[src/rtl/multicycle_controller.sv]
// multicycle_controller: sequences each RV32I instruction through fetch,
// decode, execute, memory and writeback states. It drives every datapath
// select and enable, and bounds each memory request with a wait timeout.
`timescale 1ns/1ps
module multicycle_controller #(
  parameter int unsigned TIMEOUT         = 15,
  parameter bit          TRAP_ON_ILLEGAL = 1'b1
) (
  input  logic       clk,
  input  logic       rst_n,
  input  logic [6:0] op,
  input  logic [2:0] funct3,
  input  logic       zero,
  input  logic       mem_ready,
  output logic       mem_req,
  output logic       adr_src,
  output logic       mem_write,
  output logic       ir_write,
  output logic       pc_write,
  output logic       reg_write,
  output logic [1:0] alu_src_a,
  output logic [1:0] alu_src_b,
  output logic [1:0] alu_op,
  output logic [1:0] result_src,
  output logic [2:0] imm_src,
  output logic       illegal_op,
  output logic       bus_err,
  output logic [3:0] state
);

  typedef enum logic [3:0] {
    S_FETCH    = 4'd0,
    S_DECODE   = 4'd1,
    S_MEMADR   = 4'd2,
    S_MEMREAD  = 4'd3,
    S_MEMWB    = 4'd4,
    S_MEMWRITE = 4'd5,
    S_EXECR    = 4'd6,
    S_EXECI    = 4'd7,
    S_ALUWB    = 4'd8,
    S_BRANCH   = 4'd9,
    S_JAL      = 4'd10,
    S_LUI      = 4'd11,
    S_HALT     = 4'd15
  } state_t;

  localparam logic [6:0] OP_LW  = 7'b0000011;
  localparam logic [6:0] OP_SW  = 7'b0100011;
  localparam logic [6:0] OP_R   = 7'b0110011;
  localparam logic [6:0] OP_I   = 7'b0010011;
  localparam logic [6:0] OP_BR  = 7'b1100011;
  localparam logic [6:0] OP_JAL = 7'b1101111;
  localparam logic [6:0] OP_LUI = 7'b0110111;

  // A zero TIMEOUT disables the check; the counter still needs one bit.
  localparam int unsigned   CW       = (TIMEOUT > 0) ? $clog2(TIMEOUT + 1) : 1;
  localparam logic [CW-1:0] CNT_LAST = (TIMEOUT > 0) ? CW'(TIMEOUT - 1) : '0;

  // Illegal instructions either trap into HALT or retire as a NOP.
  localparam state_t S_ILLEGAL = TRAP_ON_ILLEGAL ? S_HALT : S_FETCH;

  state_t        r_state;
  state_t        w_next;
  logic [CW-1:0] r_cnt;
  logic          r_bus_err;
  logic          r_illegal;
  logic          w_timeout;

  // Next-state and per-state datapath controls.
  // NOTE: every signal written here gets a default first, so no path leaves one unassigned and no latch is inferred.
  always_comb begin
    w_next     = r_state;
    w_timeout  = 1'b0;
    mem_req    = 1'b0;
    adr_src    = 1'b0;
    mem_write  = 1'b0;
    ir_write   = 1'b0;
    pc_write   = 1'b0;
    reg_write  = 1'b0;
    alu_src_a  = 2'b00;
    alu_src_b  = 2'b00;
    alu_op     = 2'b00;
    result_src = 2'b00;
    imm_src    = 3'b000;
    illegal_op = 1'b0;
    bus_err    = r_bus_err;
    state      = r_state;

    case (r_state)
      S_FETCH: begin
        mem_req    = 1'b1;
        alu_src_b  = 2'b10;
        result_src = 2'b10;
        ir_write   = mem_ready;
        pc_write   = mem_ready;
        if (mem_ready) w_next = S_DECODE;
      end
      S_DECODE: begin
        // Branch target is computed here speculatively into alu_out.
        alu_src_a = 2'b01;
        alu_src_b = 2'b01;
        imm_src   = 3'b010;
        case (op)
          OP_LW, OP_SW: w_next = S_MEMADR;
          OP_R:         w_next = S_EXECR;
          OP_I:         w_next = S_EXECI;
          OP_BR:        w_next = (funct3 == 3'b000 || funct3 == 3'b001) ? S_BRANCH : S_ILLEGAL;
          OP_JAL:       w_next = S_JAL;
          OP_LUI:       w_next = S_LUI;
          default:      w_next = S_ILLEGAL;
        endcase
      end
      S_MEMADR: begin
        // op[5] separates sw (S-immediate) from lw (I-immediate).
        alu_src_a = 2'b10;
        alu_src_b = 2'b01;
        imm_src   = op[5] ? 3'b001 : 3'b000;
        w_next    = op[5] ? S_MEMWRITE : S_MEMREAD;
      end
      S_MEMREAD: begin
        mem_req = 1'b1;
        adr_src = 1'b1;
        if (mem_ready) w_next = S_MEMWB;
      end
      S_MEMWB: begin
        result_src = 2'b01;
        reg_write  = 1'b1;
        w_next     = S_FETCH;
      end
      S_MEMWRITE: begin
        mem_req   = 1'b1;
        adr_src   = 1'b1;
        mem_write = 1'b1;
        if (mem_ready) w_next = S_FETCH;
      end
      S_EXECR: begin
        alu_src_a = 2'b10;
        alu_op    = 2'b10;
        w_next    = S_ALUWB;
      end
      S_EXECI: begin
        alu_src_a = 2'b10;
        alu_src_b = 2'b01;
        alu_op    = 2'b10;
        w_next    = S_ALUWB;
      end
      S_ALUWB: begin
        reg_write = 1'b1;
        w_next    = S_FETCH;
      end
      S_BRANCH: begin
        // funct3[0] inverts the sense of zero: beq takes on equal, bne on not-equal.
        alu_src_a = 2'b10;
        alu_op    = 2'b01;
        pc_write  = zero ^ funct3[0];
        w_next    = S_FETCH;
      end
      S_JAL: begin
        // PC takes the target from DECODE; ALUWB then writes old_pc+4.
        alu_src_a = 2'b01;
        alu_src_b = 2'b10;
        pc_write  = 1'b1;
        w_next    = S_ALUWB;
      end
      S_LUI: begin
        imm_src    = 3'b100;
        result_src = 2'b11;
        reg_write  = 1'b1;
        w_next     = S_FETCH;
      end
      S_HALT: begin
        illegal_op = r_illegal;
      end
      default: w_next = S_HALT;
    endcase

    // A request stalled for TIMEOUT cycles aborts; mem_ready in that cycle still wins.
    w_timeout = (TIMEOUT != 0) && mem_req && !mem_ready && (r_cnt == CNT_LAST);
    if (w_timeout) w_next = S_HALT;

    // Outputs go quiet while reset is held, so no strobe escapes an abort.
    if (!rst_n) begin
      mem_req    = 1'b0;
      adr_src    = 1'b0;
      mem_write  = 1'b0;
      ir_write   = 1'b0;
      pc_write   = 1'b0;
      reg_write  = 1'b0;
      alu_src_a  = 2'b00;
      alu_src_b  = 2'b00;
      alu_op     = 2'b00;
      result_src = 2'b00;
      imm_src    = 3'b000;
      illegal_op = 1'b0;
      bus_err    = 1'b0;
      state      = 4'd0;
    end
  end

  // State register.
  // NOTE: sequential blocks use non-blocking assignments so every register samples pre-edge values.
  always_ff @(posedge clk or negedge rst_n) begin
    if (!rst_n) r_state <= S_FETCH;
    else        r_state <= w_next;
  end

  // Wait counter: counts stalled request cycles, cleared on any state change.
  // NOTE: only control state is reset here; the design holds no datapath storage.
  always_ff @(posedge clk or negedge rst_n) begin
    if (!rst_n)                   r_cnt <= '0;
    else if (w_next != r_state)   r_cnt <= '0;
    else if (mem_req && !mem_ready) r_cnt <= r_cnt + 1'b1;
  end

  // Sticky status flags recording why HALT was entered.
  always_ff @(posedge clk or negedge rst_n) begin
    if (!rst_n) begin
      r_bus_err <= 1'b0;
      r_illegal <= 1'b0;
    end else begin
      if (w_timeout) r_bus_err <= 1'b1;
      if (r_state == S_DECODE && w_next == S_HALT) r_illegal <= 1'b1;
    end
  end

endmodule

[config.mk]
export PLATFORM = sky130hd
export DESIGN_NAME = multicycle_controller
export DESIGN_NICKNAME = d
export VERILOG_FILES = /design/src/rtl/multicycle_controller.sv
export SDC_FILE = /design/constraint.sdc
export NUM_CORES = 1
export LEC_CHECK = 0
export ABC_AREA = 0
export CAP_MARGIN = 15
export CORE_ASPECT_RATIO = 0.9
export CORE_MARGIN = 2
export CORE_UTILIZATION = 40
export CTS_CLUSTER_DIAMETER = 60
export DETAILED_ROUTE_END_ITERATION = 6
export DONT_BUFFER_PORTS = 1
export PLACE_DENSITY = 0.57
export SLEW_MARGIN = 15
export SYNTH_ARGS = -nofsm -noshare
export SYNTH_HDL_FRONTEND = slang
export SYNTH_SLANG_ARGS = --single-unit
[constraint.sdc]
create_clock -name clk -period 2 [get_ports clk]
set_input_delay 0.6 -clock clk [delete_from_list [all_inputs] [get_ports clk]]
set_output_delay 0.6 -clock clk [all_outputs]
set_load 0.02 [all_outputs]
### Yosys cells after proc, flatten, opt, wreduce, memory -nomap -nowiden

Cells that the tools add are included.

* reduce and logical (&&, ||, !) cells: 20
* equal/unequal tests: 23
* muxes and demuxes: 37
* bitwise gates (word level): 1
* $add $sub $neg: 1

Operator list (count)
* 4-bit case mux with 8 select lines: 1
* 4-bit equality test (second input constant): 7
* 4-bit 2-to-1 mux: 7
* 4-bit case mux with 6 select lines: 1
* 7-bit by 6-bit equality test with 1-bit output (second input constant): 3
* 4-bit by 3-bit equality test with 1-bit output (second input constant): 4
* 1-bit 2-to-1 mux: 15
* 7-bit equality test (second input constant): 2
* 2-bit case mux with 2 select lines: 3
* 3-bit OR reduction: 4
* 2-bit OR reduction: 5
* 3-bit 2-to-1 mux: 3
* 3-bit case mux with 3 select lines: 1
* 4-bit by 2-bit equality test with 1-bit output (second input constant): 2
* 2-bit 2-to-1 mux: 4
* 4-bit OR reduction: 2
* 7-bit by 2-bit equality test with 1-bit output (second input constant): 1
* 7-bit by 5-bit equality test with 1-bit output (second input constant): 1
* 2-bit case mux with 3 select lines: 1
* 4-bit by 1-bit adder with 4-bit output (second input constant): 1
* 4-bit by 1-bit equality test with 1-bit output (second input constant): 1
* 1-bit logical AND: 4
* 4-bit zero test: 1
* 4-bit inequality test: 1
* other kinds (7): 7

* word-level logic and storage cells: 86
* bits of input ports: 14
* output and inout bits: 23
* register bits after elaboration: 10

### Longest topological paths before layout

Gate-level depths: netlist of run 1.

* word-level depth: 8
* mapped depth: 8
* gate-level depth less buffers: 8

### Worst setup path before layout of run 1

No wires, ideal clock.

* path kind: register to output
* start point: reg r_state[2]
* end point: out pc_write
* buffers on the path: 1
* slack: -0.624 ns
* cell stages (with the launch flop): 6
* required time: 1.400 ns
* data arrival time: 2.024 ns
* cells stage by stage: dfrtp_1 -> clkbuf_1 -> nand2b_1 -> nor4_1 -> nor2_1 -> a21oi_1

* word-level cells in the longest chain between the ends: 3

RTL lines
* start, declared: RTL line 62 `state_t r_state;`
* start signal, assigned: RTL line 204 `else r_state <= w_next;`
* 4-bit equality test or 4-bit zero test (tied branches): RTL line 89 `case (r_state)`
* 1-bit case mux with 3 select lines (*): RTL line 89
* 1-bit 2-to-1 mux (*): RTL line 182 `if (!rst_n) begin`
* end, declared: RTL line 19 `output logic pc_write,`

Every way passes the cells marked *; elsewhere a longest branch is shown, timed or not.

### Final worst setup path of run 1

* start point: reg r_state[1]
* end point: out result_src[0]

* word-level cells in the longest chain between the ends: 3

RTL lines
* 4-bit equality test (tied with other cells): RTL line 89
* 2-bit case mux with 3 select lines (*): RTL line 89
* 2-bit 2-to-1 mux (*): RTL line 182
* end, declared: RTL line 24 `output logic [1:0] result_src,`

Marked as above.

==> summary.md, run 1 <==
| Metric | Value |
|---|---|
| Height of the die | `~55 µm` |
| I/O Pins | `37` |
| Synth area leaders | `dfrtp_1, nor2_1, nor2b_1` |
| H-Tree Depth | `1` |
| Failing checks | `setup timing` |
| Tot Pwr | `between 2 and 3 mW` |
| Gr ovfl total | `0` |
| Worst skew pair latency | `260 ps` |
| Crit path time final | `approximately 2100 ps` |
| Fmax | `0.465 GHz` |
| Async SR Flop Fraction | `1.00` |
| Worst r2r src | `r_state[0]` |
| CTS max path bufs | `2` |
| Max Slew Vio Count | `0` |
| Worst R2R Path Depth | `9` |
| Area after DPL | `~1500 µm²` |
| HP Class | `input pin to asynchronous set/reset pin` |
| Register area share after synthesis | `0.214` |
| Synth warnings | `0` |
| Share of cells above drive strength 1 | `0.510` |
| Post-DRT Antenna Nets | `0` |
| Routed len/inst | `about 16 µm` |
| Unique masters post-synth | `~50` |
| Total CTS buffers | `3` |
| Max-cap viol count | `0` |
| Post-synth top area cell | `dfrtp_1` |
| Post-Synthesis Cells | `approximately 160` |
| Pleak | `0.767 nW` |
| Synth Flop Type | `dfrtp_1` |
| Vias in the first global route | `1,296` |
| Worst R2R Setup Slack | `-30 ps` |
| P_sw | `1.28 mW` |
| DRC Markers | `0` |
| Net Sw Frac | `0.447` |
| Worst setup margin | `-149 ps` |
| Core Area | `around 2800 µm²` |
| Post-Route Utilization | `0.668` |
| CTS root buf | `clkbuf_4` |
| CTS Hold Bufs | `0` |
| Clock skew | `around 2.2 ps` |
| Nets@finish | `about 210` |
| Setup TNS | `-1020 ps` |
| Least-Margin Pin Slew | `381 ps` |
| Global-route wire length before repair | `approximately 5900 µm` |
| R2R Path End | `r_illegal` |
| Crit path launch type | `flip-flop` |
| DRT Pass-1 Iters | `4` |
| Post-Route WL | `3830 µm` |
| Net Count, Synth | `171` |
| Pwr Density | `1540 nW/µm²` |
| Detailed Place HPWL | `2610 µm` |
| Fin cells | `about 240` |
| Crit Path Max Fanout | `9` |
| CTS tree | `yes` |
| Total track usage | `0.223` |
| Area Growth Syn to Fin | `58.1%` |
| DR iter-0 viols | `89` |
| WS Path Type | `flip-flop to output port` |
| Worst EP arrival | `between 1500 and 2000 ps` |
| Final Setup Violations | `12` |
| Final period utilization | `1.07` |
| Design Area, Final | `1850 µm²` |
| Final Hold Viols | `0` |
| Gate power share | `0.817` |
| CP endpoint kind | `output port` |
| Via density | `between 5 and 6` |
| Outcome | `complete, but fails checks` |
| Syn Std Cell Area | `~1200 µm²` |
| Die X-Extent | `61.0 µm` |
| Cell with the most instances after synthesis | `nor2_1` |
| Internal power | `between 1.5 and 2 mW` |
| Synth top area share | `0.214` |
| Post-synth EDFFs | `0` |
| Rel. slew slack | `0.744` |
| Yosys reg bits | `10` |
| Maximum vdd drop | `between 800 and 900 µV` |
| Top post-synthesis cells by count | `nor2_1, dfrtp_1, nand2_1` |
| Rows | `18` |
| Clk network pwr share | `0.062` |
| Clock-pin slew on the worst setup and hold paths | `~70 ps` |
| Die area | `between 3000 and 4000 µm²` |
| PortBufs | `0` |
| Largest net degree at the start of global routing | `30` |
| Placed cells | `218` |
| RSZ-0062 raised after global routing | `yes` |
| Syn avg cell area | `between 7 and 8 µm²` |
| Fillers | `approximately 240` |
| Vias | `around 1,400` |
| Routability cong. | `0.924` |
| Number of antenna diodes | `0` |
| Starting Density | `0.423` |
| Req. time, crit path | `about 1400 ps` |
| Initial antenna violation count | `0` |
| CTS sink count | `10` |
| Sequential cell fraction of total power | `0.120` |
cell usage in the layout (no fill, tap or decap), types with 4 or more instances in the layout:
cell,count
and2_1,4
dfrtp_2,4
buf_6,8
nand2_1,8
nand3_1,5
buf_4,37
nand2b_1,4
dfrtp_1,6
nor2_1,11
nand4b_1,4
o21ai_0,5
metal layers:
layer | vias to the layer above | share of wire | track usage
met1 | 655 | 0.44 | 0.309
li1 | 656 | - | -
met5 | - | 0 | 0
met3 | 6 | 0.046 | 0.0234
met2 | 43 | 0.50 | 0.365
met4 | 0 | 0.012 | 0.0528
cell type report:
class | count | area, µm² | area share
Clock buffer | 4 | 36.3 | 0.0196
Inverter | 4 | 15.0 | 0.00811
Multi-Input combinational cell | 130 | 1060 | 0.574
Sequential cell | 10 | 255 | 0.138
Tap cell | 40 | 50.0 | 0.0270
Timing Repair Buffer | 48 | 433 | 0.234
worst max-delay path by stage:
| stage | cells after the start | start | endpoint |
|---|---|---|---|
| 2_1_floorplan | 5 | r_state[0] | pc_write |
| 3_3_place_gp | 5 | op[6] | r_illegal |
| 3_5_place_dp | 6 | op[6] | r_cnt[3] |
| 4_1_cts | 3 | r_state[1] | result_src[0] |
| 5_1_grt | 5 | r_state[1] | pc_write |
| 6_report | 3 | r_state[1] | result_src[0] |
through the flow:
stage,setup WS [ps],hold WS (ps)
2_1_floorplan,-71.5,304
3_3_place_gp,-69.5,305
3_5_place_dp,-91.9,305
4_1_cts,-145,23.8
5_1_grt,-190,13.8
6_report,-149,29.4
logic make-up after synthesis:
group           count (synthesis)  share of synthesized area
xor+xnor                        7                     0.0588
fa+ha+maj                       2                     0.0214
buf+inv                        15                     0.0556
compound gates                 34                      0.199
simple gates                   84                      0.426
mux                             3                     0.0256
flops                          10                      0.214
critical path: stages, from the launching register on:
cell and delay [ps]:
dfrtp_2 470, buf_6 170, or3_4 420, a21boi_4 230
power groups by stage:
stage	Clock, mW	Sequential [mW]	Combinational, mW
finish	0.178	0.344	2.33
global route	0.192	0.353	2.47
CTS	0.182	0.328	2.02
detailed placement	0	0.343	1.70
global placement	0	0.341	1.67
floorplan	0	0.293	1.12
sequential cells by signal, indices dropped and copies added (netlist names):
name       flops
r_bus_err      1
r_state        4
r_illegal      1
r_cnt          4
timing repair:
| action | in CTS | in global routing |
|---|---|---|
| pin swaps | 7 | 10 |
| gates cloned | 0 | 1 |
| resized for setup | 30 | 23 |
| buffers inserted | 9 | 4 |
| endpoints found under the setup margin | 23 | 20 |
Power figures use the tool's default switching activity.
==> run 2: changes to the inputs <==
--- a/config.mk
+++ b/config.mk
@@ -5,7 +5,6 @@
 export SDC_FILE = /design/constraint.sdc
 export NUM_CORES = 1
 export LEC_CHECK = 0
-export ABC_AREA = 0
 export CAP_MARGIN = 15
 export CORE_ASPECT_RATIO = 0.9
 export CORE_MARGIN = 2
==> constraint.sdc (replaced) <==
create_clock -name clk -period 2 [get_ports clk]
set_input_delay 0.3 -clock clk [delete_from_list [all_inputs] [get_ports clk]]
set_output_delay 0.3 -clock clk [all_outputs]
set_load 0.02 [all_outputs]
==> run 2 against run 1 <==
- the run now ends clean
- fmax up 8.1%
- worst setup slack better by 160 ps
- final area down 16%
- total power down 22%
- clock skew up 5.2 ps
- register-to-register slack better by 150 ps
- utilization down 11 points
- via count down 5.3%
- non-clock buffer count down 14
- clock power down 21%
- sequential share of layout area up 2.6 points
- clock-buffer cell count down 1
- highest routed layer unchanged
==> summary.md, run 2 (synthesized netlist as in run 1, its figures left out) <==
| Metric | Value |
|---|---|
| Total track usage | `0.215 (-0.00820)` |
| Total CTS buffers | `3 (unchanged)` |
| Sequential Area | `255 µm² (unchanged)` |
| Fillers | `273 (+16%)` |
| Worst EP arrival | `1690 ps (+140 ps)` |
| HP Class | `input pin to flip-flop` |
| Area Growth Syn to Fin | `32.8%` |
| WS Path Type | `flip-flop to output port` |
| Gate power share | `0.791 (-0.026)` |
| Nets@finish | `199 (-6.6%)` |
| Slowest CP cell | `dfrtp_2` |
| Die X-Extent | `61.0 µm (unchanged)` |
| CTS root buf | `clkbuf_4` |
| Crit path time final | `1990 ps (-160 ps)` |
| Req. time, crit path | `1700 ps (+300 ps)` |
| Share of cells above drive strength 1 | `0.354 (-0.157)` |
| Max-cap viol count | `0 (unchanged)` |
| Post-DRT Antenna Nets | `0 (unchanged)` |
| Largest net degree at the start of global routing | `20 (-33%)` |
| Starting Density | `0.423 (unchanged)` |
| Least-Margin Pin Slew | `523 ps (+142 ps)` |
| Maximum vdd drop | `700 µV (-16%)` |
| Commonest cells after routing, fill and taps aside | `buf_4, nor2_1, nand2_1` |
| PortBufs | `0 (unchanged)` |
| CTS sink count | `10 (unchanged)` |
| Via density | `5.83 (+1.1%)` |
| Rows | `18 (unchanged)` |
| Final period utilization | `0.994 (-0.0801)` |
| Vias in the first global route | `1,263 (-2.5%)` |
| Internal power | `1.14 mW (-27%)` |
| Tot Pwr | `2.23 mW (-22%)` |
| Max Slew Vio Count | `0 (unchanged)` |
| Final Hold Viols | `0 (unchanged)` |
| Detailed Place HPWL | `2560 µm (-2.0%)` |
| Vias | `1,288 (-5.3%)` |
| Worst skew pair latency | `270 ps (about the same)` |
| CP endpoint kind | `output port` |
| Sequential cell fraction of total power | `0.146 (+0.026)` |
| Max stage delay on crit path | `470 ps (about the same)` |
| Pwr Density | `1430 nW/µm² (-7.1%)` |
| Core Area | `2770 µm² (unchanged)` |
| CTS tree | `yes` |
| I/O Pins | `37 (unchanged)` |
| Routed len/inst | `15.7 µm (-3.4%)` |
| Outcome | `complete, no violations` |
| Most used cell, CP | `buf_4` |
| DRC Markers | `0 (unchanged)` |
| Clock skew | `7.37 ps (+5.18 ps)` |
| Fmax | `0.503 GHz (+8.1%)` |
| Biggest regs | `r_cnt x4, r_state x4` |
| Number of antenna diodes | `0 (unchanged)` |
| CP Cell Sequence | `buf_6, buf_4, or3_1, a21oi_2, buf_4` |
| DR iter-0 viols | `70 (-21%)` |
| Crit Path Max Fanout | `7 (-2)` |
| Initial antenna violation count | `0 (unchanged)` |
| Die area | `3380 µm² (unchanged)` |
| Final Setup Violations | `0 (-12)` |
| Worst hold slack | `304 ps (+275 ps)` |
| H-Tree Depth | `1 (unchanged)` |
| Area occupied by multi-input gates | `935 µm² (-12%)` |
| Post-Route WL | `3470 µm (-9.5%)` |
| Setup TNS | `0 ps (+1020 ps)` |
| P_sw | `1.08 mW (-15%)` |
| Pleak | `0.646 nW (-16%)` |
| Worst setup margin | `11.4 ps (+160 ps)` |
| Clock-pin slew on the worst setup and hold paths | `70 ps (about the same)` |
| RSZ-0062 raised after global routing | `yes` |
| Global-route wire length before repair | `5640 µm (-4.1%)` |
| Height of the die | `55.3 µm (unchanged)` |
| Routability cong. | `0.833 (-9.8%)` |
| Most common cell after layout, fill and taps aside | `buf_4` |
| Crit path launch type | `flip-flop` |
| Clk network pwr share | `0.064 (+0.002)` |
| CTS max path bufs | `2 (unchanged)` |
| Pre-CTS setup slack | `89.2 ps (+181 ps)` |
| Rel. slew slack | `0.650 (-0.0934)` |
| Gr ovfl total | `0 (unchanged)` |
| DRT Pass-1 Iters | `4 (unchanged)` |
| Net Sw Frac | `0.486 (+0.0386)` |
run 2: cell count changes in the layout (fill, tap and decap cells not counted), sizes merged:
cell | before | now
buf | 47 | 33
clkbuf | 5 | 3
dlygate4sd3 | 0 | 1
run 2: layer usage:
| layer | track usage | up-vias | routed length [µm] | share of wire |
|---|---|---|---|---|
| li1 | - | 622 | - | - |
| met1 | 0.293 | 600 | 1590 | 0.46 |
| met2 | 0.337 | 58 | 1570 | 0.45 |
| met3 | 0.0562 | 8 | 257 | 0.074 |
| met4 | 0.0435 | 0 | 45 | 0.013 |
| met5 | 0 | - | 0 | 0 |
run 2: final timing paths:
kind	slack, ps	end	from	depth (start not counted)
max	10	result_src[1]	r_state[1]	5
min	300	r_state[1]	funct3[1]	3
max reg2reg	120	r_cnt[2]	r_state[1]	8
min reg2reg	460	r_bus_err	r_bus_err	1
max in group asynchronous	1180	r_state[2]	rst_n	1
min in group asynchronous	440	r_cnt[3]	rst_n	1
run 2: stage by stage:
step | instance area, µm² | utilization | cells
final | 1560 | 0.561 | 221
after global placement | 1420 | 0.511 | 213
after detailed placement | 1420 | 0.511 | 213
after global routing | 1560 | 0.561 | 221
after CTS | 1490 | 0.539 | 219
after floorplan | 1190 | - | 155
run 2: power by group through the flow:
| stage | clock network (mW) | registers, mW | logic, mW |
|---|---|---|---|
| 2_1_floorplan | 0 | 0.293 | 1.06 |
| 3_3_place_gp | 0 | 0.347 | 1.52 |
| 3_5_place_dp | 0 | 0.349 | 1.52 |
| 4_1_cts | 0.146 | 0.321 | 1.64 |
| 5_1_grt | 0.152 | 0.331 | 1.90 |
| 6_report | 0.141 | 0.324 | 1.76 |
run 2: final cells by class:
class                      count  share of cell area
inverter                       4             0.00965
clock buffer                   3              0.0145
sequential                    10               0.164
tap                           40              0.0322
timing repair buffer          34               0.179
multi-input combinational    130               0.601
run 2: what timing repair did:
action	in CTS	in global routing
setup endpoints to repair	4	5
gates resized for setup	9	15
setup buffers	2	2
hold buffers	1	0
hold endpoints to repair	10	0
pin swaps	0	3
run 2: critical path: cells and delay by family (launching register included):
| kind | cells | cell delay [ps] |
|---|---|---|
| buffers and inverters | 3 | 440 |
| DFF | 1 | 470 |
| and+or+nand+nor | 1 | 360 |
| AOI/OAI and AO/OA | 1 | 140 |
==> run 3: changes to the inputs <==
--- a/config.mk
+++ b/config.mk
@@ -6,13 +6,15 @@
 export NUM_CORES = 1
 export LEC_CHECK = 0
 export CAP_MARGIN = 15
+export CELL_PAD_IN_SITES_DETAIL_PLACEMENT = 0
+export CELL_PAD_IN_SITES_GLOBAL_PLACEMENT = 1
 export CORE_ASPECT_RATIO = 0.9
 export CORE_MARGIN = 2
 export CORE_UTILIZATION = 40
 export CTS_CLUSTER_DIAMETER = 60
 export DETAILED_ROUTE_END_ITERATION = 6
 export DONT_BUFFER_PORTS = 1
-export PLACE_DENSITY = 0.57
+export PLACE_DENSITY = 0.75
 export SLEW_MARGIN = 15
 export SYNTH_ARGS = -nofsm -noshare
 export SYNTH_HDL_FRONTEND = slang
==> run 3 against run 2 <==
- clock power up 31%
- register-to-register slack is essentially flat
- routed wire length decreased by 5.7%
- final area fell by 4.7%
- clock skew shrank 2.4 ps
- largest cell class unchanged
- worst hold slack gained 13 ps
- highest routed layer unchanged
- worst setup slack better by 76 ps
- critical path depth unchanged
- non-clock buffer count fell by 5
- utilization decreased by 2.7 points
- total power down 5.9%
==> summary.md, run 3 (synthesized netlist as in run 1, its figures left out) <==
| Metric | Value |
|---|---|
| Outcome | `complete, no violations` |
| Slowest CP cell | `dfrtp_2` |
| Hold depth | `3 (unchanged)` |
| Gate power share | `0.750 (-0.041)` |
| Die X-Extent | `61.0 µm (unchanged)` |
| Most common cell after layout, fill and taps aside | `buf_4` |
| Area Growth Syn to Fin | `26.5%` |
| Worst skew pair latency | `270 ps (about the same)` |
| Maximum vdd drop | `448 µV (-36%)` |
| Total CTS buffers | `3 (unchanged)` |
| Crit path time final | `1910 ps (-76.0 ps)` |
| Crit path launch type | `flip-flop` |
| P_sw | `1.03 mW (-4.9%)` |
| CP endpoint kind | `output port` |
| Sequential cell fraction of total power | `0.162 (+0.016)` |
| Starting Density | `0.423 (unchanged)` |
| CTS root buf | `clkbuf_4` |
| Initial antenna violation count | `0 (unchanged)` |
| CP Cell Sequence | `nand2b_1, nor4_4, nor2_1, a21oi_1, buf_4` |
| Clock skew | `4.98 ps (-2.39 ps)` |
| DRT Pass-1 Iters | `5 (+1)` |
| Fmax | `0.523 GHz (+4.0%)` |
| Vias | `1,284 (-0.31%)` |
| Rel. slew slack | `0.715 (+0.0647)` |
| Gr ovfl total | `0 (unchanged)` |
| Crit-path leading delay family | `simple AND/OR/NAND/NOR gates` |
| Least-Margin Pin Slew | `426 ps (-96.7 ps)` |
| Routability cong. | `0.860 (+3.2%)` |
| Worst EP arrival | `1610 ps (-80 ps)` |
| PortBufs | `0 (unchanged)` |
| Die area | `3380 µm² (unchanged)` |
| DRC Markers | `0 (unchanged)` |
| Nets@finish | `194 (-2.5%)` |
| Via density | `5.92 (+1.5%)` |
| Fin cells | `217 (-1.8%)` |
| Total track usage | `0.201 (-0.0138)` |
| Share of cells above drive strength 1 | `0.299 (-0.0542)` |
| WS Path Type | `flip-flop to output port` |
| R2R Path End | `r_cnt[0]` |
| I/O Pins | `37 (unchanged)` |
| Pleak | `0.611 nW (-5.4%)` |
| Pwr Density | `1410 nW/µm² (-1.2%)` |
| Hold_sp | `funct3[1]` |
| Core Area | `2770 µm² (unchanged)` |
| Detailed Place HPWL | `2410 µm (-5.8%)` |
| Largest net degree at the start of global routing | `17 (-15%)` |
| Worst R2R Path Depth | `8 (unchanged)` |
| Post-DRT Antenna Nets | `0 (unchanged)` |
| Crit Path Max Fanout | `10 (+3)` |
| Height of the die | `55.3 µm (unchanged)` |
| Final Setup Violations | `0 (unchanged)` |
| Final Hold Viols | `0 (unchanged)` |
| Worst r2r src | `r_cnt[0]` |
| Vias in the first global route | `1,177 (-6.8%)` |
| Area after DPL | `1350 µm² (-4.6%)` |
| Biggest regs | `r_cnt x4, r_state x4` |
| CTS max path bufs | `2 (unchanged)` |
| Max-cap viol count | `0 (unchanged)` |
| Internal power | `1.07 mW (-6.8%)` |
| HP Class | `input pin to flip-flop` |
| Req. time, crit path | `1700 ps (about the same)` |
| H-Tree Depth | `1 (unchanged)` |
| Buf+Inv Stages, Crit Path | `1 (-2)` |
| Design Area, Final | `1480 µm² (-4.7%)` |
| Worst R2R Setup Slack | `120 ps (about the same)` |
| Max Slew Vio Count | `0 (unchanged)` |
| CTS tree | `yes` |
| Clk network pwr share | `0.088 (+0.024)` |
| Rows | `18 (unchanged)` |
| Fillers | `292 (+7.0%)` |
| Placed cells | `206 (-3.3%)` |
| CTS sink count | `10 (unchanged)` |
| Post-Route WL | `3270 µm (-5.7%)` |
| Commonest cells after routing, fill and taps aside | `buf_4, nor2_1, nand2_1, o21ai_0, nand2b_1` |
| RSZ-0062 raised after global routing | `yes` |
| DR iter-0 viols | `50 (-29%)` |
| Global-route wire length before repair | `5270 µm (-6.5%)` |
| Final period utilization | `0.956 (-0.0380)` |
| Clock-pin slew on the worst setup and hold paths | `60 ps (about the same)` |
| Number of antenna diodes | `0 (unchanged)` |
| Net Sw Frac | `0.491 (+0.00488)` |
| Max stage delay on crit path | `470 ps (about the same)` |
| Worst hold endpoint | `r_state[1]` |
| Routed len/inst | `15.1 µm (-4.0%)` |
[run 3: cell types whose count changed in the layout (fill, tap and decap cells not counted), sizes merged]
| cell | change |
|---|---|
| clkbuf | +1 |
| buf | -5 |
[run 3: worst max path at each step]
stage / slack [ps] / cells past startpoint / end / startpoint
after floorplan: 6 / 5 / result_src[0] / r_state[0]
after global placement: 80 / 7 / r_cnt[0] / r_state[2]
after detailed placement: 70 / 7 / r_cnt[2] / r_state[2]
after CTS: 40 / 5 / reg_write / r_state[0]
after global routing: -5 / 5 / pc_write / r_state[2]
final: 90 / 5 / pc_write / r_state[2]
[run 3: area by class of cell]
cell class | instances | area [µm²] | area share
Multi-Input combinational cell | 130 | 905 | 0.611
Sequential cell | 10 | 255 | 0.172
Timing Repair Buffer | 29 | 220 | 0.149
Tap cell | 40 | 50.0 | 0.0338
Clock buffer | 4 | 36.3 | 0.0245
Inverter | 4 | 15.0 | 0.0101
[run 3: what timing repair did]
item | in CTS | in global routing
buffers inserted | 2 | 4
hold buffers | 1 | 0
gates resized for setup | 6 | 6
hold endpoints to repair | 10 | 0
endpoints found under the setup margin | 5 | 8
[run 3: power by group through the flow]
stage | Clock [mW] | Sequential [mW] | Combinational, mW
3_5_place_dp | 0 | 0.369 | 1.37
6_report | 0.185 | 0.339 | 1.57
5_1_grt | 0.205 | 0.350 | 1.71
3_3_place_gp | 0 | 0.363 | 1.35
2_1_floorplan | 0 | 0.293 | 1.06
4_1_cts | 0.192 | 0.358 | 1.44
[run 3: through the flow]
stage	util	hold WS [ps]	power, mW	setup WS [ps]	TNS, ps
after global routing	0.535	317	2.27	-5.39	-6.83
after CTS	0.515	315	1.99	37.8	0
after detailed placement	0.488	4.86	1.74	67.0	0
final	0.535	317	2.10	87.4	0
after floorplan	-	4.41	1.35	5.80	0
after global placement	0.488	4.85	1.72	75.9	0
[run 3: layer usage]
metal  vias to the layer above  share of wire  GRT usage
li1                        613              -          -
met4                         0         0.0040     0.0280
met5                         -              0          0
met2                        61           0.48      0.319
met1                       608           0.45      0.272
met3                         2          0.066     0.0609
[run 3: worst min-delay path, stage by stage]
cell and delay (ps):
or2_2 80, o31ai_1 80, nand2_1 80
